**config.mk**
```make
export PLATFORM = sky130hd
export DESIGN_NAME = fetdriver_sequencer
export DESIGN_NICKNAME = d
export VERILOG_FILES = /design/src/rtl/fetdriver_seq_pkg.sv /design/src/rtl/fetdriver_status_sync.sv /design/src/rtl/fetdriver_sequencer.sv
export SDC_FILE = /design/constraint.sdc
export NUM_CORES = 1
export LEC_CHECK = 0
export BUFFER_PORTS_ARGS = -buffer_cell sky130_fd_sc_hd__buf_2
export CAP_MARGIN = 25
export CORE_MARGIN = 5
export CORE_UTILIZATION = 25
export DETAILED_ROUTE_END_ITERATION = 6
export PLACE_DENSITY = 0.43
export SYNTH_ARGS = -nofsm -noshare
export SYNTH_HDL_FRONTEND = slang
export SYNTH_SLANG_ARGS = --single-unit
```
**constraint.sdc**
```tcl
create_clock -name clk -period 3.8 [get_ports clk]
set_clock_uncertainty 0.1 [all_clocks]
set_input_delay 0 -clock clk [delete_from_list [all_inputs] [get_ports clk]]
set_output_delay 0 -clock clk [all_outputs]
set_load 0.005 [all_outputs]
```
**src/rtl/fetdriver_seq_pkg.sv**
```systemverilog
// Shared types and fault codes for the FET driver sequencer.
package fetdriver_seq_pkg;

    typedef enum logic [2:0] {
        StOff   = 3'd0,
        StDead  = 3'd1,
        StHsOn  = 3'd2,
        StLsOn  = 3'd3,
        StFault = 3'd4
    } state_e;

    typedef enum logic [1:0] {
        SideNone = 2'd0,
        SideHs   = 2'd1,
        SideLs   = 2'd2
    } side_e;

    localparam logic [1:0] FC_NONE    = 2'd0;
    localparam logic [1:0] FC_OFF_TMO = 2'd1;
    localparam logic [1:0] FC_ON_TMO  = 2'd2;
    localparam logic [1:0] FC_SHOOT   = 2'd3;

endpackage

```
**src/rtl/fetdriver_status_sync.sv**
```systemverilog
// Flop-chain synchronizer for one asynchronous gate_status return.
module fetdriver_status_sync #(
    parameter int unsigned SYNC_STAGES = 2
) (
    input  logic clk,
    input  logic resetb,
    input  logic async_in,
    output logic sync_out
);

    logic [SYNC_STAGES-1:0] chain_q;

    always_ff @(posedge clk or negedge resetb) begin
        if (!resetb) begin
            chain_q <= '0;
        end else begin
            chain_q <= {chain_q[SYNC_STAGES-2:0], async_in};
        end
    end

    assign sync_out = chain_q[SYNC_STAGES-1];

endmodule

```
**src/rtl/fetdriver_sequencer.sv**
```systemverilog
// High/low-side FET driver sequencer: status-confirmed dead time, timeout and
// shoot-through detection, sticky fault with gates held off.
module fetdriver_sequencer
    import fetdriver_seq_pkg::*;
#(
    parameter int unsigned DEADTIME    = 4,
    parameter int unsigned TIMEOUT     = 16,
    parameter int unsigned SYNC_STAGES = 2
) (
    input  logic       clk,
    input  logic       resetb,
    input  logic       enable,
    input  logic       pwm_in,
    input  logic       fault_clr,
    input  logic       hs_gate_status,
    input  logic       ls_gate_status,
    output logic       hs_fetin,
    output logic       ls_fetin,
    output logic       enable_fetdriver,
    output logic       fault,
    output logic [1:0] fault_code,
    output logic [2:0] state_dbg
);

    localparam int unsigned CntW = $clog2(TIMEOUT + 1);
    typedef logic [CntW-1:0] cnt_t;
    localparam cnt_t DeadMax = cnt_t'(DEADTIME);
    localparam cnt_t TmoMax  = cnt_t'(TIMEOUT);

    logic hs_st, ls_st;

    fetdriver_status_sync #(.SYNC_STAGES(SYNC_STAGES)) u_hs_sync (
        .clk      (clk),
        .resetb   (resetb),
        .async_in (hs_gate_status),
        .sync_out (hs_st)
    );

    fetdriver_status_sync #(.SYNC_STAGES(SYNC_STAGES)) u_ls_sync (
        .clk      (clk),
        .resetb   (resetb),
        .async_in (ls_gate_status),
        .sync_out (ls_st)
    );

    state_e     state_q, state_d;
    side_e      side_q, side_d;
    cnt_t       dead_q, dead_d, tmo_q, tmo_d;
    cnt_t       dead_inc, tmo_inc;
    logic [1:0] code_q, code_d;
    logic       hs_fetin_q, hs_fetin_d, ls_fetin_q, ls_fetin_d;
    logic       en_q, en_d, fault_q, fault_d;
    logic       off_side_clear;

    assign dead_inc = (dead_q == DeadMax) ? dead_q : dead_q + cnt_t'(1);
    assign tmo_inc  = (tmo_q == TmoMax) ? tmo_q : tmo_q + cnt_t'(1);

    // The side that was just switched off must confirm low before dead time may end.
    always_comb begin
        off_side_clear = !hs_st && !ls_st;
        case (side_q)
            SideHs:  off_side_clear = !hs_st;
            SideLs:  off_side_clear = !ls_st;
            default: off_side_clear = !hs_st && !ls_st;
        endcase
    end

    always_comb begin
        state_d = state_q;
        side_d  = side_q;
        dead_d  = dead_q;
        tmo_d   = tmo_q;
        code_d  = code_q;

        case (state_q)
            StOff: begin
                if (enable) begin
                    state_d = StDead;
                    side_d  = SideNone;
                end
            end
            StDead: begin
                dead_d = dead_inc;
                tmo_d  = tmo_inc;
                if (dead_q == DeadMax && off_side_clear) begin
                    state_d = pwm_in ? StHsOn : StLsOn;
                    dead_d  = '0;
                    tmo_d   = '0;
                end else if (tmo_inc == TmoMax) begin
                    state_d = StFault;
                    code_d  = FC_OFF_TMO;
                end
            end
            StHsOn: begin
                if (!hs_st && tmo_inc == TmoMax) begin
                    state_d = StFault;
                    code_d  = FC_ON_TMO;
                end else begin
                    if (!hs_st) tmo_d = tmo_inc;
                    if (!pwm_in) begin
                        state_d = StDead;
                        side_d  = SideHs;
                        dead_d  = '0;
                        tmo_d   = '0;
                    end
                end
            end
            StLsOn: begin
                if (!ls_st && tmo_inc == TmoMax) begin
                    state_d = StFault;
                    code_d  = FC_ON_TMO;
                end else begin
                    if (!ls_st) tmo_d = tmo_inc;
                    if (pwm_in) begin
                        state_d = StDead;
                        side_d  = SideLs;
                        dead_d  = '0;
                        tmo_d   = '0;
                    end
                end
            end
            StFault: begin
                if (fault_clr && !hs_st && !ls_st) begin
                    state_d = StOff;
                    code_d  = FC_NONE;
                end
            end
            default: state_d = StOff;
        endcase

        // Shoot-through outranks every timeout; disable only applies when no fault fires.
        if (state_q inside {StDead, StHsOn, StLsOn}) begin
            if (hs_st && ls_st) begin
                state_d = StFault;
                code_d  = FC_SHOOT;
            end else if (!enable && state_d != StFault) begin
                state_d = StOff;
            end
        end

        if (state_d inside {StOff, StFault}) begin
            dead_d = '0;
            tmo_d  = '0;
        end

        hs_fetin_d = (state_d == StHsOn);
        ls_fetin_d = (state_d == StLsOn);
        en_d       = (state_d inside {StDead, StHsOn, StLsOn}) ||
                     (state_d == StFault && enable);
        fault_d    = (state_d == StFault);
    end

    always_ff @(posedge clk or negedge resetb) begin
        if (!resetb) begin
            state_q    <= StOff;
            side_q     <= SideNone;
            dead_q     <= '0;
            tmo_q      <= '0;
            code_q     <= FC_NONE;
            hs_fetin_q <= 1'b0;
            ls_fetin_q <= 1'b0;
            en_q       <= 1'b0;
            fault_q    <= 1'b0;
        end else begin
            state_q    <= state_d;
            side_q     <= side_d;
            dead_q     <= dead_d;
            tmo_q      <= tmo_d;
            code_q     <= code_d;
            hs_fetin_q <= hs_fetin_d;
            ls_fetin_q <= ls_fetin_d;
            en_q       <= en_d;
            fault_q    <= fault_d;
        end
    end

    assign hs_fetin         = hs_fetin_q;
    assign ls_fetin         = ls_fetin_q;
    assign enable_fetdriver = en_q;
    assign fault            = fault_q;
    assign fault_code       = code_q;
    assign state_dbg        = state_q;

endmodule

```
==> impl_metrics.json <==
{
  "cts-root-to-sink-buffers": 2,
  "cp_data_arrival_time_ns": 3.11,
  "die_outline_height_um": 90.3,
  "critPathCaptureType": "flop",
  "vdd_ir_drop_max_mv": 0.190,
  "final_critical_path_setup_slack_ns": 0.724,
  "area_of_the_die_sq_um": 8150,
  "cts_max_level": 1,
  "tightest_slew_ns": 0.703,
  "worstSetupStartpointType": "flop",
  "clock_tree.root_cell": "sky130_fd_sc_hd__clkbuf_8",
  "final-instance-count-excl-fill": 268,
  "setup-tns-final_ns": 0,
  "hold-path-cell-count": 3,
  "placement.setup.worst_slack_ns": 0.744,
  "worstPathCellList": "inv_1 > ha_1 > and2_1 > o31ai_1 > a21oi_1 > o221ai_1 > a32o_1 > a22oi_1",
  "synth_seq_cells": 25,
  "most_used_cells_in_the_layout_excluding_fill_and_tap_cells": "sky130_fd_sc_hd__dfrtp_1, sky130_fd_sc_hd__nand2_1, sky130_fd_sc_hd__buf_2",
  "syn-mean-instance-area_sq_um": 9.26,
  "result_of_the_run": "finished, final reports clean",
  "number_of_nets_in_the_synthesized_netlist": 187,
  "drt_first_pass_iters": 5,
  "slew-limit-headroom_pct": 53.1,
  "final_common_cell": "sky130_fd_sc_hd__dfrtp_1",
  "final_nets": 205,
  "timing_hold_violations_final": 0,
  "timing.critical_path.required_ns": 3.83,
  "dp_cells": 260,
  "avgViaCountPerCell": 5.09,
  "wire_per_inst_um": 15.1,
  "grt_setup_unrepaired": "false",
  "detail_route.iter0.violations": 129,
  "clock_insertion_delay_worst_skew_ns": 0.28,
  "placeable_core_area_sq_um": 6310,
  "area.sequential_sq_um": 626,
  "worst_hold_path_type": "in -> reg",
  "grt_start_max_net_pins": 26,
  "yosysSeqAreaShare_pct": 38.8,
  "final-max-slew-violation-count": 0,
  "critPathMaxStageDelay_ns": 0.59,
  "routabilityCongestion": 0.762,
  "syn_inst": 174,
  "clkSinkCount": 25,
  "reg2reg_depth": 8,
  "setup_viol_count_final": 0,
  "timing.max_cap.violations": 0,
  "timing.critical_path.max_delay_family": "compound AO/OA/AOI/OAI gates",
  "regToRegSetupSlack_ns": 0.72,
  "place_hpwl_um": 2880,
  "cts_tree": "yes",
  "grt.overflow.total": 0,
  "drt_drc_violations_left": 0,
  "grt_pass1_vias": 1346,
  "yosys-top-cells-area": "sky130_fd_sc_hd__dfrtp_1, sky130_fd_sc_hd__ha_1, sky130_fd_sc_hd__nand2_1",
  "groute.usage.overall_pct": 9.95,
  "hold_path_end": "side_q[0]",
  "timing.critical_path.fanout_max": 14,
  "die_w_um": 90.3,
  "initial_utilization_pct": 25.5,
  "synth-edff-count": 0,
  "hold_path_origin": "pwm_in",
  "synth.top_cell.area_share_pct": 38.8,
  "cts_inserted_buffers": 3,
  "filler_cell_count": 694,
  "synth_top_flop_cell": "sky130_fd_sc_hd__dfrtp_1",
  "synth.distinct_cells": 47,
  "drt_wl_total_um": 4040,
  "n_antenna_cell": 0,
  "share_of_post_route_cells_with_drive_strength_above_1_pct": 13.6,
  "synth.cell_area_sq_um": 1610,
  "postCtsResizedCells": 0,
  "placement.io_buffers": 15,
  "area_used_by_multi_input_combinational_logic_sq_um": 915,
  "r2r-end": "tmo_q[3]",
  "synth_async_sr_flop_share_pct": 100,
  "grt_pass1_wl_um": 6780,
  "worstPathBufferInverterCount": 1,
  "critical_path.slowest_cell": "sky130_fd_sc_hd__a32o_1",
  "antenna_left": 0,
  "power-per-cell-area_nw_per_um2": 459,
  "layout_min_cycle_time_ns": 3.08,
  "worst_setup_hold_path_clk_slew_ns": 0.10,
  "num_rows": 29,
  "vias": 1365,
  "source_of_the_worst_register_to_register_timing_path": "side_q[0]",
  "finalCritPeriodShare_pct": 80.9,
  "initial_antenna_violation_count": 0,
  "critical_path_class": "reg -> reg",
  "synth-warning-count": 0,
  "design.portCount": 16,
  "max_freq_ghz": 0.325,
  "synthToLayoutAreaGrowth_pct": 14.5,
  "netlist.top_cell.by_area": "sky130_fd_sc_hd__dfrtp_1",
  "power_leakage_uw": 0.000773
}
-- power breakdown --
group | total, uW | switching [uW] | internal (uW)
sequential | 361 | 56.7 | 305
combinational | 318 | 187 | 130
clock | 167 | 93.0 | 74.5
-- final cells by class --
type                            count  area share (%)
Multi-Input combinational cell    132            49.6
Sequential cell                    25            33.9
Timing Repair Buffer               20            6.64
Tap cell                           77            5.22
Clock buffer                        3            2.24
Inverter                           10            2.03
Clock inverter                      1           0.407
-- state kept, by name (all words and copies together) (netlist names) --
signal	cells
u_ls_sync.chain_q	2
ls_fetin	1
tmo_q	5
u_hs_sync.chain_q	2
fault	1
state_dbg	3
dead_q	5
side_q	2
hs_fetin	1
enable_fetdriver	1
fault_code	2
-- layer usage --
layer | track usage, % | wire length (um)
met3 | 2.00 | 140
met5 | 0 | 0
met2 | 15.4 | 1800
met4 | 2.61 | 49
met1 | 14.1 | 2050
-- cell usage after synthesis, drive strengths merged, types with 2 or more instances --
cell,instances
a22oi,7
nand2,19
nand4b,2
nor2,13
or3,3
ha,6
o32a,2
a211oi,2
xnor2,3
nor3,3
a32oi,2
a21oi,13
o211ai,2
and2,2
inv,10
o21ai,6
nand2b,3
nand3,6
a2111o,3
o31ai,2
buf,2
nor2b,11
a211o,2
o221ai,2
a2111oi,2
clkbuf,5
dfrtp,25
-- worst reg2reg max path, stage by stage (launching register included) --
cell,delay [ns]
sky130_fd_sc_hd__dfrtp_1,0.39
sky130_fd_sc_hd__inv_1,0.05
sky130_fd_sc_hd__ha_1,0.31
sky130_fd_sc_hd__and2_1,0.18
sky130_fd_sc_hd__o31ai_1,0.57
sky130_fd_sc_hd__a21oi_1,0.31
sky130_fd_sc_hd__o221ai_1,0.25
sky130_fd_sc_hd__a32o_1,0.59
sky130_fd_sc_hd__a22oi_1,0.18
-- how the worst max path moves through the flow --
stage	from	endpoint	slack (ns)	depth (start not counted)
finish	side_q[0]	tmo_q[3]	0.72	8
global route	side_q[0]	dead_q[2]	0.58	8
CTS	side_q[0]	tmo_q[3]	0.69	8
detailed placement	side_q[0]	tmo_q[3]	0.74	8
global placement	side_q[0]	dead_q[2]	0.73	8
floorplan	side_q[0]	dead_q[2]	1.35	9
-- cell families after synthesis --
logic type	after synthesis	synth area share, %
buf+inv	17	4.43
fa+ha+maj	6	4.66
flops	25	38.8
xor+xnor	4	2.64
compound gates	52	24.4
mux	2	2.10
simple gates	68	23.0
-- metrics by stage --
| stage | hold slack, ns | power (uW) | utilization [%] | cell area (sq um) |
|---|---|---|---|---|
| after floorplan | -0.396 | 592 | - | 1610 |
| after global placement | -0.0485 | 686 | 27.8 | 1760 |
| after detailed placement | -0.0517 | 682 | 27.8 | 1760 |
| after CTS | 0.0183 | 858 | 29.2 | 1850 |
| after global routing | 0.0329 | 911 | 29.2 | 1850 |
| final | 0.0322 | 846 | 29.2 | 1850 |
-- repair_timing --
item,4_1_cts,5_1_grt
hold buffers,4,0
hold endpoints to repair,28,0
setup buffers,0,0
(Power assumes the default switching activity.)
